<file path="src/rtl/tdot_sched_pkg.sv">
// Shared types and defaults for the time-shared dot-product sequencer.
package tdot_pkg;

    localparam int TDOT_WIDTH   = 8;
    localparam int TDOT_TERMS   = 3;
    localparam int TDOT_MAC_LAT = 3;

    typedef enum logic [1:0] {
        IDLE = 2'd0,
        RUN  = 2'd1,
        DONE = 2'd2
    } state_e;

    // Index width for a counter over n values; never narrower than one bit.
    function automatic int idx_w(input int n);
        return (n <= 1) ? 1 : $clog2(n);
    endfunction

endpackage

</file>
<file path="src/rtl/tdot_sched_if.sv">
// Operand/result handshakes plus the operand and result wires of the external MAC.
interface tdot_sched_if #(
    parameter int WIDTH = 8,
    parameter int TERMS = 3
);
    logic                   in_valid;
    logic                   in_ready;
    logic [TERMS*WIDTH-1:0] in_a;
    logic [TERMS*WIDTH-1:0] in_b;
    logic [WIDTH-1:0]       in_c;
    logic                   out_valid;
    logic                   out_ready;
    logic [WIDTH-1:0]       out_y;
    logic                   busy;
    logic [WIDTH-1:0]       mac_a;
    logic [WIDTH-1:0]       mac_b;
    logic [WIDTH-1:0]       mac_c;
    logic                   mac_en;
    logic [WIDTH-1:0]       mac_p;

    modport slave (
        input  in_valid, in_a, in_b, in_c, out_ready, mac_p,
        output in_ready, out_valid, out_y, busy, mac_a, mac_b, mac_c, mac_en
    );

    modport master (
        output in_valid, in_a, in_b, in_c, out_ready, mac_p,
        input  in_ready, out_valid, out_y, busy, mac_a, mac_b, mac_c, mac_en
    );
endinterface

</file>
<file path="src/rtl/tdot_sched.sv">
// Sequences TERMS products through one pipelined MAC: y = c + sum(a[k]*b[k]) mod 2^WIDTH.
//
// state | meaning
// IDLE  | waiting for an operand vector, in_ready high
// RUN   | feeding term k to the MAC, cnt counts MAC_LAT+1 cycles per term
// DONE  | result on out_y, held until out_ready
module tdot_sched
    import tdot_pkg::*;
#(
    parameter int WIDTH   = TDOT_WIDTH,
    parameter int TERMS   = TDOT_TERMS,
    parameter int MAC_LAT = TDOT_MAC_LAT
) (
    input logic         clk,
    input logic         reset,
    tdot_sched_if.slave bus
);

    localparam int KW = idx_w(TERMS);
    localparam int CW = idx_w(MAC_LAT + 1);

    state_e                 state_q, state_d;
    logic [KW-1:0]          k_q, k_d, k_inc;
    logic [CW-1:0]          cnt_q, cnt_d;
    logic [WIDTH-1:0]       acc_q, acc_d;
    logic [TERMS*WIDTH-1:0] a_q, a_d;
    logic [TERMS*WIDTH-1:0] b_q, b_d;
    logic [TERMS*WIDTH-1:0] a_sh, b_sh;
    logic [WIDTH-1:0]       out_y_q, out_y_d;
    logic [WIDTH-1:0]       mac_a_q, mac_a_d;
    logic [WIDTH-1:0]       mac_b_q, mac_b_d;

    assign k_inc = k_q + KW'(1);
    assign a_sh  = a_q >> (k_inc * WIDTH);
    assign b_sh  = b_q >> (k_inc * WIDTH);

    always_comb begin
        state_d = state_q;
        k_d     = k_q;
        cnt_d   = cnt_q;
        acc_d   = acc_q;
        a_d     = a_q;
        b_d     = b_q;
        out_y_d = out_y_q;
        mac_a_d = mac_a_q;
        mac_b_d = mac_b_q;
        case (state_q)
            IDLE: begin
                if (bus.in_valid) begin
                    a_d     = bus.in_a;
                    b_d     = bus.in_b;
                    acc_d   = bus.in_c;
                    k_d     = '0;
                    cnt_d   = '0;
                    mac_a_d = bus.in_a[WIDTH-1:0];
                    mac_b_d = bus.in_b[WIDTH-1:0];
                    state_d = RUN;
                end
            end
            RUN: begin
                // mac_p is only trusted once the operands have flushed all MAC_LAT stages
                if (cnt_q == CW'(MAC_LAT)) begin
                    cnt_d = '0;
                    acc_d = bus.mac_p;
                    if (k_q == KW'(TERMS - 1)) begin
                        out_y_d = bus.mac_p;
                        state_d = DONE;
                    end else begin
                        k_d     = k_inc;
                        mac_a_d = a_sh[WIDTH-1:0];
                        mac_b_d = b_sh[WIDTH-1:0];
                    end
                end else begin
                    cnt_d = cnt_q + CW'(1);
                end
            end
            DONE: begin
                if (bus.out_ready) begin
                    state_d = IDLE;
                end
            end
            default: begin
                state_d = IDLE;
            end
        endcase
    end

    always_ff @(posedge clk or negedge reset) begin
        if (!reset) begin
            state_q <= IDLE;
            k_q     <= '0;
            cnt_q   <= '0;
            acc_q   <= '0;
            a_q     <= '0;
            b_q     <= '0;
            out_y_q <= '0;
            mac_a_q <= '0;
            mac_b_q <= '0;
        end else begin
            state_q <= state_d;
            k_q     <= k_d;
            cnt_q   <= cnt_d;
            acc_q   <= acc_d;
            a_q     <= a_d;
            b_q     <= b_d;
            out_y_q <= out_y_d;
            mac_a_q <= mac_a_d;
            mac_b_q <= mac_b_d;
        end
    end

    // Status decodes straight off the state flop so an async reset clears them at once.
    assign bus.in_ready  = (state_q == IDLE);
    assign bus.busy      = (state_q != IDLE);
    assign bus.mac_en    = (state_q == RUN);
    assign bus.out_valid = (state_q == DONE);
    assign bus.out_y     = out_y_q;
    assign bus.mac_a     = mac_a_q;
    assign bus.mac_b     = mac_b_q;
    assign bus.mac_c     = acc_q;

endmodule

</file>
<file path="src/flat_wrapper.sv">
// flat-port wrapper written by rule: the top's interface ports become plain ports
module tdot_sched_flat import tdot_pkg::*;
#(
    parameter int WIDTH   = TDOT_WIDTH,
    parameter int TERMS   = TDOT_TERMS,
    parameter int MAC_LAT = TDOT_MAC_LAT
)
  (clk, reset, bus_in_valid, bus_in_a, bus_in_b, bus_in_c, bus_out_ready, bus_mac_p, bus_in_ready, bus_out_valid, bus_out_y, bus_busy, bus_mac_a, bus_mac_b, bus_mac_c, bus_mac_en);
  tdot_sched_if #(.WIDTH(WIDTH), .TERMS(TERMS)) bus_i ();
  input logic clk;
  input logic reset;
  input wire logic [$bits(bus_i.in_valid)-1:0] bus_in_valid;
  input wire logic [$bits(bus_i.in_a)-1:0] bus_in_a;
  input wire logic [$bits(bus_i.in_b)-1:0] bus_in_b;
  input wire logic [$bits(bus_i.in_c)-1:0] bus_in_c;
  input wire logic [$bits(bus_i.out_ready)-1:0] bus_out_ready;
  input wire logic [$bits(bus_i.mac_p)-1:0] bus_mac_p;
  output wire logic [$bits(bus_i.in_ready)-1:0] bus_in_ready;
  output wire logic [$bits(bus_i.out_valid)-1:0] bus_out_valid;
  output wire logic [$bits(bus_i.out_y)-1:0] bus_out_y;
  output wire logic [$bits(bus_i.busy)-1:0] bus_busy;
  output wire logic [$bits(bus_i.mac_a)-1:0] bus_mac_a;
  output wire logic [$bits(bus_i.mac_b)-1:0] bus_mac_b;
  output wire logic [$bits(bus_i.mac_c)-1:0] bus_mac_c;
  output wire logic [$bits(bus_i.mac_en)-1:0] bus_mac_en;
  assign bus_i.in_valid = bus_in_valid;
  assign bus_i.in_a = bus_in_a;
  assign bus_i.in_b = bus_in_b;
  assign bus_i.in_c = bus_in_c;
  assign bus_i.out_ready = bus_out_ready;
  assign bus_i.mac_p = bus_mac_p;
  assign bus_in_ready = bus_i.in_ready;
  assign bus_out_valid = bus_i.out_valid;
  assign bus_out_y = bus_i.out_y;
  assign bus_busy = bus_i.busy;
  assign bus_mac_a = bus_i.mac_a;
  assign bus_mac_b = bus_i.mac_b;
  assign bus_mac_c = bus_i.mac_c;
  assign bus_mac_en = bus_i.mac_en;
  tdot_sched #(.WIDTH(WIDTH), .TERMS(TERMS), .MAC_LAT(MAC_LAT)) u_core (.clk(clk), .reset(reset), .bus(bus_i));
endmodule
</file>
<file path="config.mk">
export PLATFORM = sky130hd
export DESIGN_NAME = tdot_sched_flat
export DESIGN_NICKNAME = d
export VERILOG_FILES = /design/src/rtl/tdot_sched_pkg.sv /design/src/rtl/tdot_sched_if.sv /design/src/rtl/tdot_sched.sv /design/src/flat_wrapper.sv
export SDC_FILE = /design/constraint.sdc
export NUM_CORES = 1
export LEC_CHECK = 0
export CELL_PAD_IN_SITES_DETAIL_PLACEMENT = 1
export CELL_PAD_IN_SITES_GLOBAL_PLACEMENT = 2
export CORE_ASPECT_RATIO = 2
export CORE_MARGIN = 3
export CORE_UTILIZATION = 36
export DETAILED_ROUTE_END_ITERATION = 12
export PLACE_DENSITY_LB_ADDON = 0.1
export SETUP_SLACK_MARGIN = 0.1
export SYNTH_ARGS = -nofsm -noshare
export SYNTH_HDL_FRONTEND = slang
export SYNTH_SLANG_ARGS = --single-unit
</file>
<file path="constraint.sdc">
create_clock -name clk -period 6.1 [get_ports clk]
set_input_delay 0.61 -clock clk [delete_from_list [all_inputs] [get_ports clk]]
set_output_delay 0.61 -clock clk [all_outputs]
set_load 0.02 [all_outputs]
</file>
# --- Yosys cells after proc, flatten, opt, wreduce, memory -nomap -nowiden ---
# Index checks and enable logic that the tools add are counted.
op_classes:
  reduce_logical: 9
  shifts: 2
  muxes: 22
  add_sub_neg: 2
  eq_ne: 9
ops:
  columns: ["operator", "count"]
  rows:
  - ["8-bit two-way mux", 8]
  - ["8-bit one-hot mux with 2 select lines", 3]
  - ["24-bit by 5-bit right shift with 8-bit output", 2]
  - ["2-bit two-way mux", 8]
  - ["2-bit one-hot mux with 2 select lines", 2]
  - ["4-bit AND reduction", 2]
  - ["2-bit == test, second input constant", 3]
  - ["2-bit != test, second input constant", 3]
  - ["2-bit one-hot mux with 3 select lines", 1]
  - ["3-bit AND reduction", 2]
  - ["2-bit by 1-bit adder with 2-bit output, second input constant", 2]
  - ["2-bit by 1-bit != test with 1-bit output, second input constant", 2]
  - ["2-bit AND reduction", 2]
  - ["2-bit nonzero test", 2]
  - ["2-bit by 1-bit == test with 1-bit output, second input constant", 1]
  - ["2-bit logical NOT", 1]
totals:
  elab_cells: 53
  out_inout_bits: 36
  input_bits: 68
  ff_bits: 86

# --- Logic depth before layout (Yosys ltp) ---
# Gate-level depths: netlist (run 1).
depth:
  ltp_word: 5
  ltp_mapped: 10
  mapped_depth_nobuf: 5

# --- Worst setup path after synthesis (run 1) ---
# No wires, ideal clock.
synth_timing:
  path_type: "reg-to-reg"
  startpoint: "register u_core.k_q[0]"
  endpoint: "register u_core.mac_a_q[0] (netlist: u_core.bus.mac_a[0])"
  setup_ns: 0.136
  required_ns: 5.964
  setup_slack_ns: 3.756
  arrival_time_ns: 2.208
  period_less_slack_ns: 2.344
  path_buffers: 4
  stages_incl_launch_ff: 10
  cell_sequence: "dfrtp_1 > buf_2 > buf_1 > inv_1 > ha_1 > buf_2 > buf_2 > mux2_1 > a221oi_1 > o32ai_1"
synth_via:
  elab_chain_cells: 5
  elab_cells_between_ends: 8
  classes_between: "add/sub: 1; eq/ne: 2; shift: 1; mux: 3; reduce/logical: 1"
synth_rtl:
  columns: ["element", "line", "rtl"]
  rows:
  - ["start, declared", "tdot_sched.sv:23", "logic [KW-1:0] k_q, k_d, k_inc;"]
  - ["start signal, assigned", "tdot_sched.sv:101", "k_q <= k_d;"]
  - ["2-bit by 1-bit adder with 2-bit output", "tdot_sched.sv:33", "assign k_inc = k_q + KW'(1);"]
  - ["24-bit by 5-bit right shift with 8-bit output", "tdot_sched.sv:34", "assign a_sh = a_q >> (k_inc * WIDTH);"]
  - ["8-bit two-way mux", "tdot_sched.sv:65", "if (k_q == KW'(TERMS - 1)) begin"]
  - ["8-bit two-way mux", "tdot_sched.sv:62", "if (cnt_q == CW'(MAC_LAT)) begin"]
  - ["8-bit one-hot mux with 2 select lines", "tdot_sched.sv:47", "case (state_q)"]
  - ["end signal, assigned", "tdot_sched.sv:107", "mac_a_q <= mac_a_d;"]
  - ["end, declared", "tdot_sched.sv:30", "logic [WIDTH-1:0] mac_a_q, mac_a_d;"]
# Parallel ways exist; a longest one is shown, timed or not. The select of a mux whose other input is x is not followed.
# A chain may end at the register's enable or synchronous reset.

# --- Worst setup path in the final report (run 1) ---
layout_timing:
  startpoint: "register u_core.k_q[0]"
  endpoint: "register u_core.mac_b_q[3] (netlist: u_core.bus.mac_b[3])"
layout_via:
  elab_chain_cells: 5
  elab_cells_between_ends: 8
  classes_between: "add/sub: 1; eq/ne: 2; shift: 1; mux: 3; reduce/logical: 1"
layout_rtl:
  columns: ["element", "line", "rtl"]
  rows:
  - ["2-bit by 1-bit adder with 2-bit output", "tdot_sched.sv:33", null]
  - ["24-bit by 5-bit right shift with 8-bit output", "tdot_sched.sv:35", "assign b_sh = b_q >> (k_inc * WIDTH);"]
  - ["8-bit two-way mux", "tdot_sched.sv:65", null]
  - ["8-bit two-way mux", "tdot_sched.sv:62", null]
  - ["8-bit one-hot mux with 2 select lines", "tdot_sched.sv:47", null]
  - ["end signal, assigned", "tdot_sched.sv:108", "mac_b_q <= mac_b_d;"]
  - ["end, declared", "tdot_sched.sv:31", "logic [WIDTH-1:0] mac_b_q, mac_b_d;"]
# Parallel ways exist; a longest one is shown, timed or not. The select of a mux whose other input is x is not followed.

==> run_summary.xml, run 1 <==
<?xml version="1.0" encoding="UTF-8"?>
<metrics>
  <group name="routing">
    <metric name="wirelength" unit="um">10900</metric>
    <metric name="first_iter_violations" unit="">80</metric>
    <metric name="wl_per_cell" unit="um">20.6</metric>
    <metric name="detail_route.drc_violations" unit="">0</metric>
    <metric name="vias_per_cell" unit="">5.22</metric>
    <metric name="drtPass1Iterations" unit="">4</metric>
    <metric name="final_antenna_net_count" unit="">0</metric>
    <metric name="dr_total_vias" unit="">2763</metric>
  </group>
  <group name="final_layout">
    <metric name="final.fill_count" unit="">1108</metric>
    <metric name="stdcell_area" unit="um2">5490</metric>
    <metric name="antenna_cells" unit="">0</metric>
    <metric name="layout-drive-gt1-share" unit="">0.208</metric>
    <metric name="numnets_final" unit="">455</metric>
    <metric name="final_core_utilization" unit="">0.499</metric>
    <metric name="flow.area_growth_from_synthesis" unit="%">34.0</metric>
  </group>
  <group name="timing">
    <metric name="number_of_slew_limit_violations_in_the_final_report" unit="">0</metric>
    <metric name="whs" unit="ns">0.0509</metric>
    <metric name="worst_relative_slew_slack" unit="">0.274</metric>
    <metric name="worst-slew-pin-transition" unit="ns">1.09</metric>
    <metric name="maxClockFrequency" unit="MHz">316</metric>
    <metric name="skew" unit="ns">0.00498</metric>
    <metric name="final-setup-viol-count" unit="">0</metric>
    <metric name="hold_violation_count_in_the_final_report" unit="">0</metric>
    <metric name="period_minus_slack" unit="ns">3.16</metric>
    <metric name="final.period_utilization" unit="">0.519</metric>
    <metric name="layout_setup_ws" unit="ns">2.94</metric>
    <metric name="totalNegativeSetupSlack" unit="ns">0</metric>
    <metric name="unrepaired_setup_endpoints_after_global_routing" unit="">no</metric>
  </group>
  <group name="grt">
    <metric name="grtUsageMet2" unit="">0.318</metric>
    <metric name="grt_pass1_vias" unit="">3194</metric>
    <metric name="globalRoute.totalOverflow" unit="">0</metric>
    <metric name="globalRouteTotalUtil" unit="">0.181</metric>
    <metric name="grtUsageMet1" unit="">0.207</metric>
    <metric name="grt_pass1_wl" unit="um">17200</metric>
    <metric name="grt_most_used_layer" unit="">met2</metric>
    <metric name="met3_usage" unit="">0.0401</metric>
    <metric name="pin_count_of_the_biggest_net_entering_global_routing" unit="">85</metric>
    <metric name="antenna_found_initial" unit="">0</metric>
  </group>
  <group name="clock_tree">
    <metric name="cts.sink_count" unit="">86</metric>
    <metric name="cts-root-buf" unit="">clkbuf_16</metric>
    <metric name="clock_tree.buffer_depth" unit="">2</metric>
    <metric name="h-tree-depth" unit="">3</metric>
    <metric name="postCtsSetupBuffers" unit="">0</metric>
    <metric name="clock_tree_from_tritoncts" unit="">yes</metric>
    <metric name="count_of_instances_resized_after_the_clock_tree_is_built" unit="">0</metric>
    <metric name="worstSkewPairLatency" unit="ns">0.33</metric>
    <metric name="cts_hold_repair.buffers" unit="">0</metric>
    <metric name="cts.reportedPaths.clkPinSlew" unit="ns">0.06</metric>
    <metric name="numCtsBuffers" unit="">9</metric>
  </group>
  <group name="yosys">
    <metric name="yosys.area_share.simple" unit="">0.0272</metric>
    <metric name="synth.net_count" unit="">361</metric>
    <metric name="post_synthesis_compound_gate_area_fraction" unit="">0.0965</metric>
    <metric name="yosys_warnings" unit="">0</metric>
    <metric name="synth-xor-area-share" unit="">0</metric>
    <metric name="netlist_instances" unit="">291</metric>
    <metric name="synth.cell_area" unit="um2">4100</metric>
    <metric name="multiplexer_share_of_the_synthesized_area" unit="">0.290</metric>
    <metric name="synth_top_family_by_area" unit="">multiplexers</metric>
    <metric name="synth-seq-area-share" unit="">0.525</metric>
    <metric name="syn-mean-instance-area" unit="um2">14.1</metric>
    <metric name="synth_cell_types" unit="">32</metric>
    <metric name="synthAdderAreaFrac" unit="">0.00611</metric>
    <metric name="ys_seq_elements" unit="">86</metric>
  </group>
  <group name="place">
    <metric name="finalWeightedCongestion" unit="">0.729</metric>
    <metric name="dp_worst_setup_slack" unit="ns">2.93</metric>
    <metric name="placed_cell_area" unit="um2">5170</metric>
    <metric name="port-buffer-count" unit="">103</metric>
    <metric name="detailed_place_hpwl" unit="um">7530</metric>
  </group>
  <group name="critical_path">
    <metric name="timing.critical_path.arrival" unit="ns">3.38</metric>
    <metric name="r2r_cells" unit="">5</metric>
    <metric name="endpoint_kind" unit="">flip-flop</metric>
    <metric name="critPathKind" unit="">reg -&gt; reg</metric>
    <metric name="setup.reg_to_reg.worst_slack" unit="ns">2.94</metric>
    <metric name="crit_path_start_kind" unit="">flip-flop</metric>
    <metric name="cp.required" unit="ns">6.32</metric>
    <metric name="critical_path_peak_fanout" unit="">19</metric>
    <metric name="worstReg2RegStart" unit="">u_core.k_q[0]</metric>
    <metric name="critical_path.reg2reg.endpoint" unit="">u_core.bus.mac_b[3]</metric>
  </group>
  <group name="worst_hold_path">
    <metric name="hold_path.class" unit="">in -&gt; async</metric>
  </group>
  <group name="die">
    <metric name="floorplan.io_pins" unit="">104</metric>
    <metric name="initial_utilization" unit="">0.372</metric>
    <metric name="dieArea" unit="um2">12800</metric>
    <metric name="floorplan.core_area" unit="um2">11000</metric>
    <metric name="chipWidth" unit="um">81.5</metric>
    <metric name="die_y" unit="um">157</metric>
    <metric name="std_cell_rows" unit="">54</metric>
  </group>
  <group name="outcome">
    <metric name="outcome" unit="">finished, final reports clean</metric>
  </group>
  <group name="pwr">
    <metric name="max-vdd-ir-drop" unit="V">0.000207</metric>
    <metric name="power_per_cell_area" unit="nW/um2">548</metric>
    <metric name="static_leakage" unit="uW">0.00234</metric>
  </group>
  <group name="flow_run">
    <metric name="drv.max_cap_violation_count" unit="">0</metric>
  </group>
</metrics>
-- worst max path at each step --
stage	endpoint	cells past startpoint	from	slack (ns)
finish	u_core.bus.mac_b[3]	5	u_core.k_q[0]	2.94
global route	u_core.bus.mac_b[3]	5	u_core.k_q[0]	2.64
CTS	u_core.bus.mac_b[3]	5	u_core.k_q[0]	2.92
detailed placement	u_core.bus.mac_a[4]	5	u_core.k_q[0]	2.93
global placement	u_core.bus.mac_b[2]	5	u_core.k_q[0]	3.16
floorplan	u_core.bus.mac_a[0]	9	u_core.k_q[0]	3.76
-- cell families (layout without fill, tap and decap cells) --
family / Yosys count / count (layout)
mux: 90 / 90
flops: 86 / 86
compound gates: 54 / 54
simple gates: 16 / 16
fa+ha+maj: 2 / 2
buf+inv: 43 / 141
-- layout make-up --
type	instances	area, um2	share of cell area
Clock buffer	11	253	0.0460
Clock inverter	4	70.1	0.0128
Inverter	22	82.6	0.0150
Multi-Input combinational cell	162	1720	0.314
Sequential cell	86	2150	0.392
Tap cell	140	175	0.0319
Timing Repair Buffer	104	1040	0.189
-- cell usage after synthesis --
cell / instances / share of area
nor2b_1: 1 / 0.0015
mux2_1: 31 / 0.085
dfrtp_1: 86 / 0.53
inv_1: 20 / 0.018
buf_6: 7 / 0.019
nand3_4: 1 / 0.0043
mux2_4: 47 / 0.17
nor2_2: 1 / 0.0015
a211oi_1: 1 / 0.0018
clkbuf_1: 4 / 0.0037
or2_4: 1 / 0.0021
mux2_2: 10 / 0.027
or3_1: 1 / 0.0015
a21oi_1: 17 / 0.021
mux2i_1: 2 / 0.0049
buf_1: 1 / 0.00091
buf_2: 8 / 0.0098
and3b_1: 2 / 0.0043
ha_1: 2 / 0.0061
nand2b_1: 1 / 0.0015
buf_4: 1 / 0.0018
o32ai_1: 16 / 0.034
o22ai_1: 1 / 0.0015
nand3b_1: 1 / 0.0018
and2b_1: 1 / 0.0018
a221oi_1: 15 / 0.032
nand2_1: 4 / 0.0037
or2_1: 1 / 0.0015
o21ba_1: 1 / 0.0024
inv_2: 2 / 0.0018
and2_1: 1 / 0.0015
o21ai_1: 3 / 0.0037
-- cell usage in the layout (no fill, tap or decap), drive strengths merged, types with 3 or more instances in the layout --
cell type / synthesis / routed
a21oi: 17 / 17
a221oi: 15 / 15
clkbuf: 4 / 11
clkdlybuf4s50: 0 / 102
dfrtp: 86 / 86
inv: 22 / 22
mux2: 88 / 88
nand2: 4 / 4
o21ai: 3 / 3
o32ai: 16 / 16
-- report_power, final --
part	internal (uW)	total (uW)	switching, uW	leakage (uW)
logic	743	1340	600	0.00114
clock network	377	597	220	0.000161
registers	856	1070	212	0.00103
total	1980	3010	1030	0.00234
-- worst max-delay path, stage by stage, from the launching register on --
cell,delay (ns)
dfrtp_1,0.80
inv_1,0.18
ha_1,0.89
and2b_1,0.64
a221oi_1,0.19
o32ai_1,0.34
-- per-layer routing --
metal | up-vias | part of all wire | wire length, um
li1 | 1246 | - | -
met1 | 1432 | 0.39 | 4250
met2 | 71 | 0.54 | 5940
met3 | 14 | 0.044 | 483
met4 | 0 | 0.022 | 245
met5 | - | 0 | 0
-- state kept, by name, indices dropped and copies added (netlist names) --
register / cells
u_core.a_q: 24
u_core.b_q: 24
u_core.bus.mac_a: 8
u_core.bus.mac_b: 8
u_core.bus.mac_c: 8
u_core.bus.out_y: 8
u_core.cnt_q: 2
u_core.k_q: 2
u_core.state_q: 2
-- per-stage QoR --
step | cells | total power (uW)
global route | 529 | 3190
finish | 529 | 3010
CTS | 529 | 3050
floorplan | 291 | 1950
detailed placement | 514 | 2430
global placement | 514 | 2390
Power figures use the tool's default switching activity.
==> run 2: changes to the inputs <==
--- a/config.mk
+++ b/config.mk
@@ -9,7 +9,7 @@
 export CELL_PAD_IN_SITES_GLOBAL_PLACEMENT = 2
 export CORE_ASPECT_RATIO = 2
 export CORE_MARGIN = 3
-export CORE_UTILIZATION = 36
+export CORE_UTILIZATION = 33
 export DETAILED_ROUTE_END_ITERATION = 12
 export PLACE_DENSITY_LB_ADDON = 0.1
 export SETUP_SLACK_MARGIN = 0.1
==> constraint.sdc (replaced) <==
create_clock -name clk -period 3.2 [get_ports clk]
set_input_delay 0.32 -clock clk [delete_from_list [all_inputs] [get_ports clk]]
set_output_delay 0.32 -clock clk [all_outputs]
set_load 0.02 [all_outputs]
==> run 2 against run 1 <==
Net effect:
- critical path type is now reg -> out
- hold slack worse by 0.030 ns
- die area rose by 8.6%
- highest routed layer unchanged
- clock power increased by 88%
- combinational power up 99%
- utilization decreased by 4.0 points
- cell count rose by 3.0%
- clock skew increased by 0.0042 ns
- critical endpoint is now bus_mac_en
==> run_summary.xml, run 2 (synthesis gave the netlist of run 1 again) <==
<?xml version="1.0" encoding="UTF-8"?>
<metrics>
  <group name="pwr">
    <metric name="net_sw_frac" unit="">0.343</metric>
    <metric name="pwr-share-clk" unit="">0.195</metric>
    <metric name="power.internal" unit="uW">3770</metric>
    <metric name="max-vdd-ir-drop" unit="V">0.000434</metric>
    <metric name="power_frac_comb" unit="">0.463</metric>
    <metric name="static_leakage" unit="uW">0.00237</metric>
    <metric name="sequentialPowerShare" unit="">0.342</metric>
    <metric name="power_switching" unit="uW">1970</metric>
    <metric name="power_per_cell_area" unit="nW/um2">1030</metric>
  </group>
  <group name="grt">
    <metric name="grt_pass1_vias" unit="">3213</metric>
    <metric name="pin_count_of_the_biggest_net_entering_global_routing" unit="">53</metric>
    <metric name="grt_pass1_wl" unit="um">17700</metric>
    <metric name="globalRoute.totalOverflow" unit="">0</metric>
    <metric name="antenna_found_initial" unit="">0</metric>
    <metric name="globalRouteTotalUtil" unit="">0.167</metric>
  </group>
  <group name="clock_tree">
    <metric name="h-tree-depth" unit="">3</metric>
    <metric name="postCtsSetupBuffers" unit="">0</metric>
    <metric name="cts.reportedPaths.clkPinSlew" unit="ns">0.06</metric>
    <metric name="cts.sink_count" unit="">86</metric>
    <metric name="numCtsBuffers" unit="">9</metric>
    <metric name="clock_tree.buffer_depth" unit="">2</metric>
    <metric name="count_of_instances_resized_after_the_clock_tree_is_built" unit="">0</metric>
    <metric name="cts-root-buf" unit="">clkbuf_16</metric>
    <metric name="clock_tree_from_tritoncts" unit="">yes</metric>
    <metric name="cts_hold_repair.buffers" unit="">0</metric>
    <metric name="worstSkewPairLatency" unit="ns">0.33</metric>
  </group>
  <group name="critical_path">
    <metric name="critPathKind" unit="">reg -&gt; out</metric>
    <metric name="cp_slowest_stage_delay" unit="ns">0.67</metric>
    <metric name="crit_path_start_kind" unit="">flip-flop</metric>
    <metric name="critical_path_peak_fanout" unit="">12</metric>
    <metric name="cp.required" unit="ns">2.88</metric>
    <metric name="timing.critical_path.arrival" unit="ns">2.02</metric>
    <metric name="cp_cell_sequence" unit="">nand2b_1, inv_2, clkdlybuf4s50_1</metric>
    <metric name="endpoint_kind" unit="">primary output</metric>
    <metric name="cp_max_stage_cell" unit="">clkdlybuf4s50_1</metric>
  </group>
  <group name="timing">
    <metric name="number_of_slew_limit_violations_in_the_final_report" unit="">0</metric>
    <metric name="totalNegativeSetupSlack" unit="ns">0</metric>
    <metric name="period_minus_slack" unit="ns">2.34</metric>
    <metric name="final-setup-viol-count" unit="">0</metric>
    <metric name="skew" unit="ns">0.00921</metric>
    <metric name="worst_relative_slew_slack" unit="">0.476</metric>
    <metric name="unrepaired_setup_endpoints_after_global_routing" unit="">no</metric>
    <metric name="maxClockFrequency" unit="MHz">427</metric>
    <metric name="hold_violation_count_in_the_final_report" unit="">0</metric>
    <metric name="layout_setup_ws" unit="ns">0.859</metric>
    <metric name="worst-slew-pin-transition" unit="ns">0.785</metric>
    <metric name="final.period_utilization" unit="">0.732</metric>
  </group>
  <group name="routing">
    <metric name="first_iter_violations" unit="">100</metric>
    <metric name="wirelength" unit="um">11100</metric>
    <metric name="wl_per_cell" unit="um">20.4</metric>
    <metric name="vias_per_cell" unit="">5.09</metric>
    <metric name="dr_total_vias" unit="">2773</metric>
    <metric name="detail_route.drc_violations" unit="">0</metric>
    <metric name="drtPass1Iterations" unit="">4</metric>
    <metric name="final_antenna_net_count" unit="">0</metric>
  </group>
  <group name="flow_run">
    <metric name="drv.max_cap_violation_count" unit="">0</metric>
  </group>
  <group name="die">
    <metric name="std_cell_rows" unit="">57</metric>
    <metric name="dieArea" unit="um2">13900</metric>
    <metric name="die_y" unit="um">164</metric>
    <metric name="floorplan.core_area" unit="um2">12100</metric>
    <metric name="floorplan.io_pins" unit="">104</metric>
    <metric name="chipWidth" unit="um">84.8</metric>
    <metric name="initial_utilization" unit="">0.338</metric>
  </group>
  <group name="place">
    <metric name="finalWeightedCongestion" unit="">0.746</metric>
    <metric name="detailed_place_hpwl" unit="um">7870</metric>
    <metric name="port-buffer-count" unit="">103</metric>
    <metric name="dp_worst_setup_slack" unit="ns">0.899</metric>
    <metric name="placedCellCount" unit="">529</metric>
  </group>
  <group name="final_layout">
    <metric name="final.fill_count" unit="">1286</metric>
    <metric name="multiInputGateArea" unit="um2">1720</metric>
    <metric name="finished_layout_cells" unit="">545</metric>
    <metric name="layout-drive-gt1-share" unit="">0.224</metric>
    <metric name="register_area" unit="um2">2150</metric>
    <metric name="flow.area_growth_from_synthesis" unit="%">35.8</metric>
    <metric name="top_regs" unit="">u_core.a_q x24, u_core.b_q x24</metric>
    <metric name="antenna_cells" unit="">0</metric>
    <metric name="layout.cells.most_common_list" unit="">102 x clkdlybuf4s50_1, 86 x dfrtp_1, 47 x mux2_4</metric>
    <metric name="numnets_final" unit="">463</metric>
    <metric name="leading_cell_type_in_the_layout_fill_and_taps_excluded" unit="">clkdlybuf4s50_1</metric>
  </group>
  <group name="worst_hold_path">
    <metric name="hold_path.class" unit="">in -&gt; async</metric>
  </group>
  <group name="outcome">
    <metric name="outcome" unit="">finished, final reports clean</metric>
  </group>
</metrics>
run 2: changes by cell type in the layout (fill, tap and decap cells not counted), sizes merged:
cell,before,now
buf,2,10
clkinv,2,3
clkinvlp,0,1
clkbuf,11,10
run 2: routing by layer:
metal | wire length [um] | GRT usage
met5 | 0 | 0
met4 | 135 | 0.0439
met3 | 586 | 0.0464
met2 | 6070 | 0.307
met1 | 4310 | 0.186
run 2: worst paths after layout:
check | start | end | slack (ns) | cells after the start
max in group asynchronous | reset | u_core.bus.out_y[3] | 2.44 | 2
worst min-delay path | reset | u_core.b_q[22] | 0.02 | 1
worst max register to register | u_core.k_q[0] | u_core.bus.mac_b[2] | 0.91 | 5
min in group clk | u_core.bus.out_y[6] | u_core.bus.out_y[6] | 0.50 | 1
worst max-delay path | u_core.state_q[1] | bus_mac_en | 0.86 | 3
worst min register to register | u_core.bus.out_y[6] | u_core.bus.out_y[6] | 0.50 | 1
run 2: power by group through the flow:
stage	Combinational, uW	Sequential [uW]	Clock, uW
floorplan	1610	2100	0
global placement	2640	1980	0
detailed placement	2690	1980	0
CTS	2710	1970	1150
global route	2890	2040	1200
finish	2660	1960	1120
run 2: area by class of cell:
type	instances	area share
inverter	22	0.0148
tap	147	0.0330
sequential	86	0.387
clock inverter	6	0.0155
timing repair buffer	112	0.199
multi-input combinational	162	0.310
clock buffer	10	0.0411
run 2: stage by stage:
| stage | hold slack (ns) | area (um2) | utilization | power, uW |
|---|---|---|---|---|
| 6_report | 0.0208 | 5570 | 0.459 | 5740 |
| 2_1_floorplan | 0.0244 | 4100 | - | 3710 |
| 5_1_grt | 0.0782 | 5570 | 0.459 | 6120 |
| 4_1_cts | 0.0545 | 5570 | 0.459 | 5830 |
| 3_5_place_dp | 0.413 | 5250 | 0.433 | 4670 |
| 3_3_place_gp | 0.416 | 5250 | 0.433 | 4610 |
run 2: critical path: cells and delay by family (launching register included):
kind,cells,cell delay (ns)
buffers and inverters,2,0.96
DFF,1,0.47
and+or+nand+nor,1,0.26
==> run 3: changes to the inputs <==
==> constraint.sdc (replaced) <==
create_clock -name clk -period 2.3 [get_ports clk]
set_input_delay 0.23 -clock clk [delete_from_list [all_inputs] [get_ports clk]]
set_output_delay 0.23 -clock clk [all_outputs]
set_load 0.02 [all_outputs]
==> run 3 against run 2 <==
Net effect:
- critical path depth rose by 1
- non-clock buffer count rose by 6
- flip-flop and latch count stayed put
- sequential power up 39%
- hold slack improved by 0.28 ns
- global-route usage increased by 0.35 points
- worst setup slack lost 0.58 ns
- via count increased by 0.83%
- wire length up 1.9%
- critical path type unchanged
- critical endpoint is now bus_out_valid
==> run_summary.xml, run 3 (synthesis gave the netlist of run 1 again) <==
<?xml version="1.0" encoding="UTF-8"?>
<metrics>
  <group name="critical_path">
    <metric name="cp.required" unit="ns">2.07</metric>
    <metric name="timing.critical_path.arrival" unit="ns">1.79</metric>
    <metric name="critPathKind" unit="">reg -&gt; out</metric>
    <metric name="crit_path_start_kind" unit="">flip-flop</metric>
    <metric name="critical_path_peak_fanout" unit="">11</metric>
    <metric name="r2r_cells" unit="">5</metric>
    <metric name="endpoint_kind" unit="">primary output</metric>
    <metric name="setup.reg_to_reg.worst_slack" unit="ns">0.35</metric>
  </group>
  <group name="grt">
    <metric name="pin_count_of_the_biggest_net_entering_global_routing" unit="">41</metric>
    <metric name="antenna_found_initial" unit="">0</metric>
    <metric name="grtUsageMet2" unit="">0.317</metric>
    <metric name="grt_pass1_wl" unit="um">18200</metric>
    <metric name="met3_usage" unit="">0.0318</metric>
    <metric name="grt_most_used_layer" unit="">met2</metric>
    <metric name="grtUsageMet1" unit="">0.190</metric>
    <metric name="grt_pass1_vias" unit="">3264</metric>
    <metric name="globalRouteTotalUtil" unit="">0.170</metric>
    <metric name="globalRoute.totalOverflow" unit="">0</metric>
  </group>
  <group name="clock_tree">
    <metric name="h-tree-depth" unit="">3</metric>
    <metric name="cts.sink_count" unit="">86</metric>
    <metric name="cts.reportedPaths.clkPinSlew" unit="ns">0.07</metric>
    <metric name="clock_tree_from_tritoncts" unit="">yes</metric>
    <metric name="numCtsBuffers" unit="">9</metric>
    <metric name="clock_tree.buffer_depth" unit="">2</metric>
    <metric name="worstSkewPairLatency" unit="ns">0.33</metric>
    <metric name="cts-root-buf" unit="">clkbuf_16</metric>
  </group>
  <group name="worst_hold_path">
    <metric name="hold_path.class" unit="">in -&gt; async</metric>
  </group>
  <group name="final_layout">
    <metric name="flow.area_growth_from_synthesis" unit="%">38.2</metric>
    <metric name="layout-drive-gt1-share" unit="">0.238</metric>
    <metric name="final.fill_count" unit="">1259</metric>
    <metric name="top_regs" unit="">u_core.a_q x24, u_core.b_q x24</metric>
    <metric name="numnets_final" unit="">469</metric>
    <metric name="finished_layout_cells" unit="">551</metric>
    <metric name="layout.cells.most_common_list" unit="">101 x clkdlybuf4s50_1, 85 x dfrtp_1, 47 x mux2_4</metric>
    <metric name="leading_cell_type_in_the_layout_fill_and_taps_excluded" unit="">clkdlybuf4s50_1</metric>
    <metric name="antenna_cells" unit="">0</metric>
    <metric name="final_core_utilization" unit="">0.467</metric>
  </group>
  <group name="place">
    <metric name="placedCellCount" unit="">534</metric>
    <metric name="finalWeightedCongestion" unit="">0.731</metric>
    <metric name="detailed_place_hpwl" unit="um">7990</metric>
    <metric name="port-buffer-count" unit="">103</metric>
  </group>
  <group name="timing">
    <metric name="period_minus_slack" unit="ns">2.02</metric>
    <metric name="worst_relative_slew_slack" unit="">0.548</metric>
    <metric name="maxClockFrequency" unit="MHz">495</metric>
    <metric name="skew" unit="ns">0.00858</metric>
    <metric name="hold_violation_count_in_the_final_report" unit="">0</metric>
    <metric name="final-setup-viol-count" unit="">0</metric>
    <metric name="final.period_utilization" unit="">0.878</metric>
    <metric name="totalNegativeSetupSlack" unit="ns">0</metric>
    <metric name="unrepaired_setup_endpoints_after_global_routing" unit="">no</metric>
    <metric name="number_of_slew_limit_violations_in_the_final_report" unit="">0</metric>
    <metric name="whs" unit="ns">0.298</metric>
    <metric name="worst-slew-pin-transition" unit="ns">0.677</metric>
  </group>
  <group name="die">
    <metric name="die_y" unit="um">164</metric>
    <metric name="chipWidth" unit="um">84.8</metric>
    <metric name="initial_utilization" unit="">0.338</metric>
    <metric name="floorplan.core_area" unit="um2">12100</metric>
    <metric name="floorplan.io_pins" unit="">104</metric>
    <metric name="std_cell_rows" unit="">57</metric>
    <metric name="dieArea" unit="um2">13900</metric>
  </group>
  <group name="routing">
    <metric name="wirelength" unit="um">11300</metric>
    <metric name="first_iter_violations" unit="">45</metric>
    <metric name="dr_total_vias" unit="">2796</metric>
    <metric name="wl_per_cell" unit="um">20.5</metric>
    <metric name="vias_per_cell" unit="">5.07</metric>
    <metric name="detail_route.drc_violations" unit="">0</metric>
    <metric name="final_antenna_net_count" unit="">0</metric>
    <metric name="drtPass1Iterations" unit="">4</metric>
  </group>
  <group name="flow_run">
    <metric name="drv.max_cap_violation_count" unit="">0</metric>
  </group>
  <group name="pwr">
    <metric name="total_power" unit="uW">8180</metric>
    <metric name="max-vdd-ir-drop" unit="V">0.000548</metric>
    <metric name="power_per_cell_area" unit="nW/um2">1440</metric>
    <metric name="static_leakage" unit="uW">0.00243</metric>
  </group>
  <group name="outcome">
    <metric name="outcome" unit="">finished, final reports clean</metric>
  </group>
</metrics>
run 3: changes by cell type in the layout (fill, tap and decap cells not counted):
| cell | before | now |
|---|---|---|
| buf_12 | 1 | 2 |
| buf_4 | 9 | 13 |
| bufinv_16 | 2 | 3 |
| clkbuf_1 | 1 | 0 |
| clkbuf_8 | 0 | 1 |
| clkdlybuf4s50_1 | 102 | 101 |
| clkinvlp_4 | 1 | 0 |
| dfrtp_1 | 86 | 85 |
| dfrtp_2 | 0 | 1 |
| dlygate4sd3_1 | 0 | 1 |
| dlymetal6s2s_1 | 0 | 1 |
| inv_2 | 2 | 1 |
| inv_4 | 0 | 1 |
run 3: timing repair:
action	4_1_cts	5_1_grt
endpoints found under the setup margin	1	2
hold buffers	1	0
endpoints found under the hold margin	16	0
buffers inserted	0	0
gates resized for setup	1	2
run 3: area by class of cell:
class / instances / area, um2 / area share
Multi-Input combinational cell: 162 / 1720 / 0.304
Timing Repair Buffer: 118 / 1170 / 0.207
Clock buffer: 10 / 239 / 0.0422
Inverter: 22 / 85.1 / 0.0150
Clock inverter: 6 / 109 / 0.0192
Tap cell: 147 / 184 / 0.0325
Sequential cell: 86 / 2150 / 0.380
run 3: power breakdown:
| group | switching (uW) | internal (uW) | leakage (uW) |
|---|---|---|---|
| registers | 452 | 2270 | 0.00103 |
| clock network | 596 | 1090 | 0.000172 |
| logic | 1710 | 2070 | 0.00123 |
run 3: path summary, 6_finish.rpt:
path | startpoint | end
setup / recovery | u_core.state_q[1] | bus_out_valid
hold / removal | reset | u_core.b_q[6]
setup reg to reg | u_core.k_q[0] | u_core.bus.mac_a[3]
hold reg to reg | u_core.bus.out_y[1] | u_core.bus.out_y[1]
max in group asynchronous | reset | u_core.bus.mac_c[5]
min in group clk | u_core.bus.out_y[1] | u_core.bus.out_y[1]
run 3: worst max-delay path: stages (launching register included):
cell,delay (ns)
dfrtp_2,0.44
buf_4,0.25
nand2_1,0.09
inv_1,0.06
clkdlybuf4s50_1,0.61
run 3: metal layers:
| layer | part of all wire | wire (um) |
|---|---|---|
| met1 | 0.38 | 4310 |
| met2 | 0.57 | 6410 |
| met3 | 0.038 | 429 |
| met4 | 0.015 | 170 |
| met5 | 0 | 0 |
run 3: stage by stage:
step | worst slack, ns | cell area (um2)
2_1_floorplan | 0.134 | 4100
3_3_place_gp | 0.407 | 5300
3_5_place_dp | 0.346 | 5300
4_1_cts | 0.118 | 5660
5_1_grt | 0.150 | 5670
6_report | 0.281 | 5670
